`config.mk`:
```
export PLATFORM = sky130hd
export DESIGN_NAME = lifo_stack
export DESIGN_NICKNAME = d
export VERILOG_FILES = /design/src/rtl/lifo_stack_pkg.sv /design/src/rtl/lifo_stack_ram.sv /design/src/rtl/lifo_stack.sv
export SDC_FILE = /design/constraint.sdc
export NUM_CORES = 1
export LEC_CHECK = 0
export BUFFER_PORTS_ARGS = -buffer_cell sky130_fd_sc_hd__buf_2
export CAP_MARGIN = 15
export CORE_ASPECT_RATIO = 0.5
export CORE_MARGIN = 8
export CORE_UTILIZATION = 41
export DETAILED_ROUTE_END_ITERATION = 6
export SYNTH_ARGS = -nofsm -noshare
export SYNTH_HDL_FRONTEND = slang
export SYNTH_SLANG_ARGS = --single-unit
```
`constraint.sdc`:
```
create_clock -name clk -period 3.65 [get_ports clk]
set_input_delay 0.73 -clock clk [delete_from_list [all_inputs] [get_ports clk]]
set_output_delay 0.73 -clock clk [all_outputs]
set_load 0.03 [all_outputs]
```
`src/rtl/lifo_stack_pkg.sv`:
```
// lifo_stack_pkg
//   Shared defaults for the cpu's operand and subroutine stacks, the FSM state
//   encodings, and the strobe decoder used by lifo_stack.
package lifo_stack_pkg;

    // Data width and stack depths shared by the cpu and both stack instances
    localparam int WIDTH_DATA_DEF = 16;
    localparam int DEPTH_OPS_DEF  = 16;  // operand stack
    localparam int DEPTH_SUB_DEF  = 16;  // subroutine return stack

    // Last-operation tracker; kept as plain constants for legacy tools
    localparam logic [2:0] S_IDLE = 3'd0;
    localparam logic [2:0] S_PUSH = 3'd1;
    localparam logic [2:0] S_POP  = 3'd2;
    localparam logic [2:0] S_SWAP = 3'd3;
    localparam logic [2:0] S_ERR  = 3'd4;

    // One cycle's decoded intent after the full/empty guards
    typedef struct packed {
        logic do_push;  // write at count, count+1
        logic do_pop;   // read top, count-1
        logic swap;     // read old top and overwrite it, count unchanged
        logic ovf;      // push refused because full
        logic unf;      // pop refused because empty
    } stack_op_t;

    function automatic stack_op_t decode_op(input logic push, input logic pop,
                                            input logic full, input logic empty);
        stack_op_t op;
        op = '0;
        if (push && pop) begin
            // Swap is legal even when full; on empty only the push survives
            if (empty) begin
                op.do_push = 1'b1;
                op.unf     = 1'b1;
            end else begin
                op.swap    = 1'b1;
            end
        end else if (push) begin
            if (full) op.ovf     = 1'b1;
            else      op.do_push = 1'b1;
        end else if (pop) begin
            if (empty) op.unf    = 1'b1;
            else       op.do_pop = 1'b1;
        end
        return op;
    endfunction

endpackage

```
`src/rtl/lifo_stack_ram.sv`:
```
// lifo_stack_ram
//   DEPTH x WIDTH_DATA register array, no reset.
//   clk     : write clock
//   we_i    : write enable
//   waddr_i : write index
//   wdata_i : write word
//   raddr_i : asynchronous read index
//   rdata_o : word at raddr_i (combinational)
module lifo_stack_ram #(
    parameter int WIDTH_DATA = 16,
    parameter int DEPTH      = 16,
    parameter int PTR_W      = $clog2(DEPTH)
) (
    input  logic                  clk,
    input  logic                  we_i,
    input  logic [PTR_W-1:0]      waddr_i,
    input  logic [WIDTH_DATA-1:0] wdata_i,
    input  logic [PTR_W-1:0]      raddr_i,
    output logic [WIDTH_DATA-1:0] rdata_o
);

    logic [WIDTH_DATA-1:0] mem_q [DEPTH];

    always_ff @(posedge clk) begin
        if (we_i) mem_q[waddr_i] <= wdata_i;
    end

    assign rdata_o = mem_q[raddr_i];

endmodule

```
`src/rtl/lifo_stack.sv`:
```
// lifo_stack
//   Synchronous LIFO with registered top-of-stack read, occupancy, and sticky
//   overflow/underflow flags. Used as both the cpu operand stack and the
//   subroutine return stack.
//   clk       : rising-edge clock
//   reset     : asynchronous active-low reset
//   push/pop  : level-sampled strobes, one operation per edge
//   data_in   : word to push
//   data_out  : registered popped word, valid the cycle after pop
//   full/empty: combinational from count
//   count     : occupancy 0..DEPTH
//   overflow  : sticky, push while full (without pop)
//   underflow : sticky, pop while empty
//   clear_err : synchronous clear of both flags; a same-cycle error wins
module lifo_stack
    import lifo_stack_pkg::*;
#(
    parameter int WIDTH_DATA = WIDTH_DATA_DEF,
    parameter int DEPTH      = DEPTH_OPS_DEF
) (
    input  logic                     clk,
    input  logic                     reset,
    input  logic                     push,
    input  logic                     pop,
    input  logic [WIDTH_DATA-1:0]    data_in,
    output logic [WIDTH_DATA-1:0]    data_out,
    output logic                     full,
    output logic                     empty,
    output logic [$clog2(DEPTH):0]   count,
    output logic                     overflow,
    output logic                     underflow,
    input  logic                     clear_err
);

    localparam int PTR_W = $clog2(DEPTH);

    logic [PTR_W:0]        count_q, count_d;
    logic [WIDTH_DATA-1:0] dout_q, dout_d;
    logic                  ovf_q, ovf_d;
    logic                  unf_q, unf_d;
    logic [2:0]            state_q, state_d;

    stack_op_t             op;
    logic [PTR_W-1:0]      top_idx;
    logic                  we;
    logic [PTR_W-1:0]      waddr;
    logic [WIDTH_DATA-1:0] rdata;

    assign full  = (count_q == DEPTH[PTR_W:0]);
    assign empty = (count_q == '0);

    assign op = decode_op(push, pop, full, empty);

    // Index of the current top; when full the low bits are 0 and wrap to DEPTH-1
    assign top_idx = count_q[PTR_W-1:0] - 1'b1;

    // A swap overwrites the old top in place after it has been read out
    assign we    = op.do_push | op.swap;
    assign waddr = op.swap ? top_idx : count_q[PTR_W-1:0];

    lifo_stack_ram #(
        .WIDTH_DATA (WIDTH_DATA),
        .DEPTH      (DEPTH),
        .PTR_W      (PTR_W)
    ) u_ram (
        .clk     (clk),
        .we_i    (we),
        .waddr_i (waddr),
        .wdata_i (data_in),
        .raddr_i (top_idx),
        .rdata_o (rdata)
    );

    always_comb begin
        count_d = count_q;
        if (op.do_push) count_d = count_q + 1'b1;
        if (op.do_pop)  count_d = count_q - 1'b1;

        dout_d = (op.do_pop | op.swap) ? rdata : dout_q;

        ovf_d = op.ovf | (ovf_q & ~clear_err);
        unf_d = op.unf | (unf_q & ~clear_err);

        // Every state re-branches from the current strobes, so one decode covers all
        state_d = S_IDLE;
        if (op.ovf | op.unf)  state_d = S_ERR;
        else if (op.swap)     state_d = S_SWAP;
        else if (op.do_push)  state_d = S_PUSH;
        else if (op.do_pop)   state_d = S_POP;
    end

    always_ff @(posedge clk or negedge reset) begin
        if (!reset) begin
            count_q <= '0;
            dout_q  <= '0;
            ovf_q   <= 1'b0;
            unf_q   <= 1'b0;
            state_q <= S_IDLE;
        end else begin
            count_q <= count_d;
            dout_q  <= dout_d;
            ovf_q   <= ovf_d;
            unf_q   <= unf_d;
            state_q <= state_d;
        end
    end

    assign data_out  = dout_q;
    assign count     = count_q;
    assign overflow  = ovf_q;
    assign underflow = unf_q;

    // An error cycle always leaves a flag raised, even if clear_err was asserted
    a_err_flag : assert property (@(posedge clk) disable iff (!reset)
        (state_q == S_ERR) |-> (ovf_q || unf_q));

    a_count_range : assert property (@(posedge clk) disable iff (!reset)
        count_q <= DEPTH[PTR_W:0]);

endmodule

```
==> flow_metrics.env, run 1 <==
export IMPL_drive_above_1_share_pct=20.9
export IMPL_pwr_share_seq_pct=33.5
export IMPL_finClkSkew_ns=0.0169
export IMPL_chipHeight_um=136
export IMPL_synth_area_per_cell_um2=15.7
export IMPL_initial_core_util_pct=41.2
export IMPL_p_sw_mw=5.08
export IMPL_overflow=0
export IMPL_drt_iter0_markers=621
export IMPL_antenna_cells=0
export IMPL_cts_max_path_buffers=3
export IMPL_cp_required_ns=3.86
export IMPL_arrival_ns=3.48
export IMPL_cp_max_fo=13
export IMPL_root_buffer="clkbuf_16"
export IMPL_clock_sinks=279
export IMPL_maxSlewViolCount=0
export IMPL_die_x_um=256
export IMPL_rows=44
export IMPL_cts_hold_buf=0
export IMPL_htree_levels=1
export IMPL_synth_edf_count=256
export IMPL_ys_ff_latch=279
export IMPL_antenna_left=0
export IMPL_ys_types=52
export IMPL_swShare_pct=41.3
export IMPL_routed_wl_mm=29.6
export IMPL_hold_violations=0
export IMPL_grt_use_met3_pct=3.26
export IMPL_grt_use_total_pct=17.0
export IMPL_rr_worst_depth=8
export IMPL_place_hpwl_mm=17.4
export IMPL_placed_area_mm2=0.0125
export IMPL_slew_headroom_pct=27.9
export IMPL_final_nets=818
export IMPL_ir_drop_mv=1.08
export IMPL_synth_nets=776
export IMPL_p_per_area_mw_per_mm2=923
export IMPL_rsz0062_at_grt="false"
export IMPL_ys_warnings_count=0
export IMPL_gp_congestion=0.841
export IMPL_power_frac_comb_pct=45.9
export IMPL_r2r_start="count[1]$_DFFE_PN0P_"
export IMPL_wire_per_inst_um=24.7
export IMPL_cp_start_kind="flip-flop"
export IMPL_p_leak_nw=4.42
export IMPL_grt_busiest_layer="met1"
export IMPL_worstSkewPairLatency_ns=0.54
export IMPL_dr_pass1_iters=5
export IMPL_synth_cells=749
export IMPL_grt_start_max_net_pins=133
export IMPL_async_reset_ff_share_pct=8.24
export IMPL_globalRouteMet1Util_pct=27.5
export IMPL_post_drt_via_cell_ratio=5.71
export IMPL_antenna_found_initial=2
export IMPL_startpoint="count[1]$_DFFE_PN0P_"
export IMPL_status="complete, no violations"
export IMPL_ys_seq_area_share_pct=70.0
export IMPL_tightest_slew_ns=1.08
export IMPL_fin_crit_sh_pct=89.8
export IMPL_power_frac_clock_pct=20.6
export IMPL_design_die_area_mm2=0.0348
export IMPL_tns_ns=0
export IMPL_cts_buffers=24
export IMPL_syn_area_mm2=0.0118
export IMPL_io_pins=46
export IMPL_cts_tree="done"
export IMPL_final_setup_viol_count=0
export IMPL_portBuffers=45
export IMPL_cts_resized=0
export IMPL_synthFlopType="edfxtp_1"
export IMPL_post_cts_buffers=0
export IMPL_grt_pass1_vias=6605
export IMPL_fin_area_mm2=0.0133
export IMPL_globalRouteMet2Util_pct=23.1
export IMPL_syn_to_final_growth_pct=12.8
export IMPL_core_area_mm2=0.0286
export IMPL_path_clk_slew_ns=0.07
export IMPL_grt_pass1_wl_mm=44.9
export IMPL_internal_power_mw=7.20
export IMPL_cp_end_kind="flip-flop"
export IMPL_path_class="reg -> reg"
export IMPL_vias=6852
export IMPL_cap_violations=0
export IMPL_fin_crit_ns=3.28
export IMPL_drcViolationCount=0
export IMPL_fmaxAchievable_ghz=0.305
export IMPL_hold_class="in -> async"
through the flow:
step | std cells | hold slack (ns) | utilization, % | total power [mW] | worst slack (ns)
3_3_place_gp | 1156 | 0.465 | 43.8 | 9.80 | 0.566
3_5_place_dp | 1156 | 0.470 | 43.8 | 9.83 | 0.410
6_report | 1199 | 0.280 | 46.5 | 12.3 | 0.374
2_1_floorplan | 749 | 0.434 | - | 8.22 | 0.0348
4_1_cts | 1199 | 0.289 | 46.5 | 12.3 | 0.407
5_1_grt | 1199 | 0.311 | 46.5 | 12.9 | 0.124
flip-flops by register name (all words and copies together), names as in the netlist:
name	cells
underflow	1
data_out	16
u_ram.mem_q	256
count	5
overflow	1
routing by layer:
layer	wire [um]	vias up	share of wire [%]
li1	-	3073	-
met1	15600	3517	53
met2	11700	220	39
met3	1870	38	6.3
met4	494	4	1.7
met5	21	-	0.071
power groups by stage:
stage                     clock network, mW  logic, mW  registers [mW]
after CTS                              2.56       5.66            4.11
after global placement                    0       5.62            4.18
after detailed placement                  0       5.65            4.18
final                                  2.53       5.64            4.11
after floorplan                           0       3.83            4.39
after global routing                   2.68       6.10            4.14
cells in the mapped netlist (2+ instances only):
master,instances,share of area [%]
nor2_1,19,0.60
o31a_1,2,0.15
buf_6,5,0.48
o21ai_0,3,0.13
clkbuf_1,18,0.57
inv_1,9,0.29
and3_1,3,0.16
mux2i_1,82,7.0
a31oi_1,49,2.6
edfxtp_1,256,65
nor2b_1,50,2.7
buf_2,29,1.2
a2111oi_2,27,3.4
nor3_1,3,0.13
buf_4,4,0.25
nand3_1,49,2.1
nand4b_1,16,1.2
nand2b_1,2,0.11
dfrtp_1,23,4.9
nand2_1,20,0.64
o211ai_1,3,0.19
ha_1,5,0.53
xor2_1,2,0.15
a21oi_1,2,0.085
nor2_4,2,0.19
nand4_1,17,0.90
a2111oi_0,20,1.5
a31oi_2,3,0.32
xnor2_1,3,0.22
cell families (layout without fill, tap and decap cells):
family          after synthesis  in the layout  share of synthesized area [%]
compound gates              118            118                           9.31
flops                       279            279                           70.0
xor+xnor                      6              6                          0.509
buf+inv                      66            125                           2.85
simple gates                191            191                           9.52
fa+ha+maj                     6              6                          0.700
mux                          83             83                           7.05
worst paths after layout:
path	end	slack [ns]
max	u_ram.mem_q[6][2]$_DFFE_PP_	0.37
min	overflow$_DFF_PN0_	0.28
max reg2reg	u_ram.mem_q[6][2]$_DFFE_PP_	0.37
min reg2reg	data_out[9]$_DFFE_PN0P_	0.49
max in group asynchronous	count[0]$_DFFE_PN0P_	2.78
min in group clk	overflow$_DFF_PN0_	0.39
placed cells by master, fill, tap and decap left out, drive strengths merged, types with 5 or more instances in the layout:
cell type,instances
ha,5
nand4,17
nand3,49
nor2b,50
nor2,22
clkbuf,30
buf,73
a2111oi,48
clkinv,10
a31oi,53
nand2,20
mux2i,82
inv,9
edfxtp,256
dfrtp,23
nand4b,16
critical path, stage by stage (launching register included):
cell	delay [ns]
dfrtp_1	0.48
inv_1	0.28
ha_1	0.55
inv_1	0.14
nor4_1	0.38
o21ai_0	0.17
o31a_1	0.22
nor2_2	0.30
buf_4	0.40
layout make-up:
| class | count | area (um^2) |
|---|---|---|
| Clock buffer | 30 | 633 |
| Fill cell | 2544 | 15300 |
| Inverter | 9 | 33.8 |
| Multi-Input combinational cell | 404 | 3290 |
| Tap cell | 391 | 489 |
| Timing Repair Buffer | 73 | 473 |
| Clock inverter | 13 | 120 |
| Sequential cell | 279 | 8270 |
Power figures use the tool's default switching activity.
==> run 2, diff against run 1 <==
--- a/config.mk
+++ b/config.mk
@@ -8,7 +8,6 @@
 export BUFFER_PORTS_ARGS = -buffer_cell sky130_fd_sc_hd__buf_2
 export CAP_MARGIN = 15
 export CORE_ASPECT_RATIO = 0.5
-export CORE_MARGIN = 8
 export CORE_UTILIZATION = 41
 export DETAILED_ROUTE_END_ITERATION = 6
 export SYNTH_ARGS = -nofsm -noshare
==> run 2 against run 1 <==
Clock skew up 0.010 ns. Register-to-register slack better by 0.14 ns. Flip-flop and latch count unchanged. Critical path type unchanged. Critical endpoint is now u_ram.mem_q[15][4]$_DFFE_PP_. Largest cell class unchanged. Largest power group unchanged. Highest routed layer is now met4.
==> flow_metrics.env, run 2 (synthesis results as in run 1) <==
export IMPL_vias=6827
export IMPL_root_buffer="clkbuf_16"
export IMPL_grt_pass1_wl_mm=41.0
export IMPL_cpPeakStageDelay_ns=0.78
export IMPL_drcViolationCount=0
export IMPL_overflow=0
export IMPL_drive_above_1_share_pct=22.5
export IMPL_hold_class="in -> async"
export IMPL_cts_resized=0
export IMPL_cap_violations=0
export IMPL_syn_to_final_growth_pct=13.9
export IMPL_worstSkewPairLatency_ns=0.54
export IMPL_fmaxAchievable_ghz=0.319
export IMPL_cts_tree="done"
export IMPL_final_cell_mix="edfxtp_1 (256), mux2i_1 (82), nor2b_1 (50)"
export IMPL_crit_slowest_cell="nor2_2"
export IMPL_cp_end_kind="flip-flop"
export IMPL_p_per_area_mw_per_mm2=914
export IMPL_cts_max_path_buffers=3
export IMPL_post_drt_via_cell_ratio=5.65
export IMPL_antenna_left=0
export IMPL_rr_worst_depth=6
export IMPL_io_pins=46
export IMPL_slew_headroom_pct=33.5
export IMPL_clock_sinks=279
export IMPL_cts_buffers=26
export IMPL_post_cts_buffers=0
export IMPL_cts_hold_buf=0
export IMPL_die_x_um=242
export IMPL_design_die_area_mm2=0.0295
export IMPL_worstReg2RegEnd="u_ram.mem_q[15][4]$_DFFE_PP_"
export IMPL_arrival_ns=3.27
export IMPL_path_clk_slew_ns=0.07
export IMPL_tns_ns=0
export IMPL_fin_crit_sh_pct=85.9
export IMPL_routed_wl_mm=27.6
export IMPL_grt_use_total_pct=18.7
export IMPL_htree_levels=1
export IMPL_grt_pass1_vias=6559
export IMPL_cp_max_fo=16
export IMPL_grt_start_max_net_pins=78
export IMPL_tightest_slew_ns=0.996
export IMPL_rrSetupSlack_ns=0.51
export IMPL_layout_commonest_cell="edfxtp_1"
export IMPL_cp_start_kind="flip-flop"
export IMPL_cp_required_ns=3.79
export IMPL_ir_drop_mv=0.462
export IMPL_final_nets=834
export IMPL_r2r_start="count[1]$_DFFE_PN0P_"
export IMPL_crit_chain="inv_1 > ha_4 > nor4b_4 > or2_1 > a31oi_2 > nor2_2"
export IMPL_placed_area_mm2=0.0127
export IMPL_antenna_found_initial=1
export IMPL_finalNonFillerCells=1209
export IMPL_path_class="reg -> reg"
export IMPL_placedCellCount=1161
export IMPL_rows=43
export IMPL_portBuffers=45
export IMPL_final_setup_viol_count=0
export IMPL_status="complete, no violations"
export IMPL_drt_iter0_markers=664
export IMPL_gp_congestion=0.777
export IMPL_utilization_pct=48.0
export IMPL_dr_pass1_iters=5
export IMPL_place_hpwl_mm=16.8
export IMPL_p_leak_nw=4.51
export IMPL_largest_reg_flops=256
export IMPL_core_area_mm2=0.0280
export IMPL_initial_core_util_pct=42.2
export IMPL_chipHeight_um=122
export IMPL_rsz0062_at_grt="false"
export IMPL_fin_crit_ns=3.14
export IMPL_finClkSkew_ns=0.0271
export IMPL_maxSlewViolCount=0
export IMPL_fin_area_mm2=0.0134
export IMPL_holdWs_ns=0.303
export IMPL_regMostFlops="u_ram.mem_q"
export IMPL_wire_per_inst_um=22.8
export IMPL_hold_violations=0
-- run 2: cell types whose count changed in the layout (fill, tap and decap cells not counted) --
cell,change
buf_4,+13
clkbuf_8,+2
diode_2,+1
clkbuf_1,+5
bufinv_16,-2
clkinv_2,+1
clkinv_1,-4
buf_12,+1
clkbuf_16,+2
-- run 2: worst max-delay path: cells and delay by family (launching register included) --
kind	cells	cell delay, ns
flip-flops	1	0.47
adder cells (fa/ha/maj)	1	0.19
AO/OA/AOI/OAI	1	0.24
buffers and inverters	1	0.28
AND/OR/NAND/NOR	3	1.57
-- run 2: where the power goes --
| part | internal (mW) | switching [mW] | total [mW] |
|---|---|---|---|
| clock network | 1.38 | 1.12 | 2.51 |
| logic | 1.97 | 3.69 | 5.65 |
| registers | 3.95 | 0.177 | 4.12 |
-- run 2: worst max-delay path by stage --
stage | from | to | cells after the start
after floorplan | count[0]$_DFFE_PN0P_ | count[4]$_DFFE_PN0P_ | 13
after global placement | count[1]$_DFFE_PN0P_ | u_ram.mem_q[15][13]$_DFFE_PP_ | 6
after detailed placement | count[1]$_DFFE_PN0P_ | u_ram.mem_q[15][13]$_DFFE_PP_ | 6
after CTS | count[1]$_DFFE_PN0P_ | u_ram.mem_q[15][4]$_DFFE_PP_ | 6
after global routing | count[1]$_DFFE_PN0P_ | u_ram.mem_q[15][4]$_DFFE_PP_ | 6
final | count[1]$_DFFE_PN0P_ | u_ram.mem_q[15][4]$_DFFE_PP_ | 6
-- run 2: metal layers --
metal | vias to the layer above | global-route usage [%] | share of wire (%)
met4 | 0 | 3.76 | 0.99
li1 | 3095 | - | -
met3 | 27 | 2.71 | 5.5
met5 | - | 0 | 0
met2 | 200 | 28.4 | 44
met1 | 3505 | 28.6 | 49
-- run 2: layout make-up --
type	instances	area, um^2
tap	382	478
clock buffer	39	729
antenna	1	2.50
multi-input combinational	404	3290
timing repair buffer	87	591
sequential	279	8270
fill	2410	14500
inverter	9	33.8
clock inverter	8	50.0
-- run 2: through the flow --
stage | power [mW] | setup WS, ns
after detailed placement | 9.82 | 0.554
after global placement | 9.75 | 0.668
final | 12.3 | 0.515
after global routing | 12.9 | 0.279
after floorplan | 8.22 | 0.0348
after CTS | 12.3 | 0.520
==> run 3, diff against run 2 <==
--- a/config.mk
+++ b/config.mk
@@ -8,8 +8,10 @@
 export BUFFER_PORTS_ARGS = -buffer_cell sky130_fd_sc_hd__buf_2
 export CAP_MARGIN = 15
 export CORE_ASPECT_RATIO = 0.5
-export CORE_UTILIZATION = 41
+export CORE_UTILIZATION = 66
 export DETAILED_ROUTE_END_ITERATION = 6
+export PLACE_DENSITY = 0.84
+export RECOVER_POWER = 25
 export SYNTH_ARGS = -nofsm -noshare
 export SYNTH_HDL_FRONTEND = slang
 export SYNTH_SLANG_ARGS = --single-unit
==> constraint.sdc (replaced) <==
create_clock -name clk -period 3.9 [get_ports clk]
set_input_delay 0.78 -clock clk [delete_from_list [all_inputs] [get_ports clk]]
set_output_delay 0.78 -clock clk [all_outputs]
set_load 0.03 [all_outputs]
==> run 3 against run 2 <==
Cell count fell by 14%. Hold slack got worse by 0.031 ns. Fmax fell by 8.4%. Sequential power fell by 5%. Critical path type unchanged.
==> flow_metrics.env, run 3 (synthesis results as in run 1) <==
export IMPL_status="complete, no violations"
export IMPL_final_setup_viol_count=0
export IMPL_cp_max_fo=13
export IMPL_wire_per_inst_um=27.1
export IMPL_cap_violations=0
export IMPL_final_cell_mix="edfxtp_1 (256), mux2i_1 (82), nor2b_1 (50)"
export IMPL_p_leak_nw=4.38
export IMPL_final_nets=818
export IMPL_portBuffers=45
export IMPL_cp_start_kind="flip-flop"
export IMPL_cts_max_path_buffers=3
export IMPL_post_cts_buffers=0
export IMPL_grt_use_total_pct=31.2
export IMPL_rsz0062_at_grt="false"
export IMPL_design_die_area_mm2=0.0184
export IMPL_r2r_start="count[0]$_DFFE_PN0P_"
export IMPL_cts_resized=0
export IMPL_die_x_um=191
export IMPL_rrSetupSlack_ns=0.48
export IMPL_fin_area_mm2=0.0131
export IMPL_worstSkewPairLatency_ns=0.53
export IMPL_arrival_ns=3.64
export IMPL_place_ws_ns=0.489
export IMPL_placed_area_mm2=0.0123
export IMPL_layout_commonest_cell="edfxtp_1"
export IMPL_path_clk_slew_ns=0.07
export IMPL_overflow=0
export IMPL_antenna_left=0
export IMPL_cts_buffers=24
export IMPL_io_pins=46
export IMPL_holdWs_ns=0.272
export IMPL_finalNonFillerCells=1041
export IMPL_worstReg2RegEnd="u_ram.mem_q[7][1]$_DFFE_PP_"
export IMPL_fin_crit_sh_pct=87.7
export IMPL_initial_core_util_pct=67.6
export IMPL_vias=7124
export IMPL_hold_class="in -> async"
export IMPL_rows=34
export IMPL_tns_ns=0
export IMPL_startpoint="count[0]$_DFFE_PN0P_"
export IMPL_root_buffer="clkbuf_16"
export IMPL_slew_headroom_pct=35.0
export IMPL_maxSlewViolCount=0
export IMPL_grt_start_max_net_pins=91
export IMPL_hold_violations=0
export IMPL_ir_drop_mv=0.835
export IMPL_clock_sinks=279
export IMPL_gp_congestion=0.904
export IMPL_routed_wl_mm=28.2
export IMPL_grt_pass1_wl_mm=41.2
export IMPL_post_drt_via_cell_ratio=6.84
export IMPL_tightest_slew_ns=0.976
export IMPL_placedCellCount=996
export IMPL_syn_to_final_growth_pct=10.9
export IMPL_regMostFlops="u_ram.mem_q"
export IMPL_largest_reg_flops=256
export IMPL_endpoint="u_ram.mem_q[7][1]$_DFFE_PP_"
export IMPL_finClkSkew_ns=0.0118
export IMPL_fin_crit_ns=3.42
export IMPL_place_hpwl_mm=16.7
export IMPL_path_class="reg -> reg"
export IMPL_antenna_cells=0
export IMPL_drt_iter0_markers=832
export IMPL_fmaxAchievable_ghz=0.292
export IMPL_chipHeight_um=96.5
export IMPL_antenna_found_initial=1
export IMPL_cts_tree="done"
export IMPL_cp_end_kind="flip-flop"
export IMPL_p_per_area_mw_per_mm2=877
export IMPL_drive_above_1_share_pct=19.8
export IMPL_drcViolationCount=0
export IMPL_grt_pass1_vias=6630
export IMPL_core_area_mm2=0.0174
export IMPL_num_fill_cells=995
export IMPL_dr_pass1_iters=7
export IMPL_setup_slack_ns=0.479
export IMPL_cts_hold_buf=0
export IMPL_htree_levels=1
export IMPL_cp_required_ns=4.12
export IMPL_rr_worst_depth=8
-- run 3: how the worst min path moves through the flow --
stage | from | to
finish | reset | data_out[13]$_DFFE_PN0P_
global route | reset | data_out[14]$_DFFE_PN0P_
CTS | reset | underflow$_DFF_PN0_
detailed placement | data_out[10]$_DFFE_PN0P_ | data_out[10]$_DFFE_PN0P_
global placement | data_out[14]$_DFFE_PN0P_ | data_out[14]$_DFFE_PN0P_
floorplan | reset | count[0]$_DFFE_PN0P_
-- run 3: worst max-delay path, stage by stage (launching register included) --
cell     delay (ns)
dfrtp_4        0.47
inv_1          0.34
ha_1           0.54
inv_1          0.14
nor4_1         0.38
o21ai_0        0.17
o31a_1         0.23
nor2_2         0.50
buf_4          0.32
-- run 3: per-stage QoR --
| step | total power [mW] | util (%) |
|---|---|---|
| detailed placement | 9.14 | 70.8 |
| global route | 11.9 | 75.0 |
| floorplan | 7.69 | - |
| global placement | 9.00 | 70.8 |
| CTS | 11.4 | 74.8 |
| finish | 11.5 | 75.0 |
-- run 3: report_power, final --
part           switching, mW  internal [mW]  total [mW]
registers              0.236           3.69        3.93
logic                   3.57           1.77        5.34
clock network           1.05           1.16        2.21
total                   4.85           6.63        11.5
-- run 3: final cells by class --
cell class	instances	area (um^2)	share of cell area (%)
Inverter	9	33.8	0.258
Timing Repair Buffer	73	493	3.77
Tap cell	234	293	2.24
Clock buffer	30	633	4.84
Clock inverter	12	76.3	0.583
Multi-Input combinational cell	404	3290	25.1
Sequential cell	279	8270	63.2
-- run 3: per-layer routing --
layer / vias to the layer above / routed length, um / track usage (%)
met4: 2 / 490 / 7.74
met5: - / 19 / 0
met2: 473 / 12400 / 44.4
li1: 3064 / - / -
met3: 47 / 3920 / 11.5
met1: 3538 / 11300 / 45.8
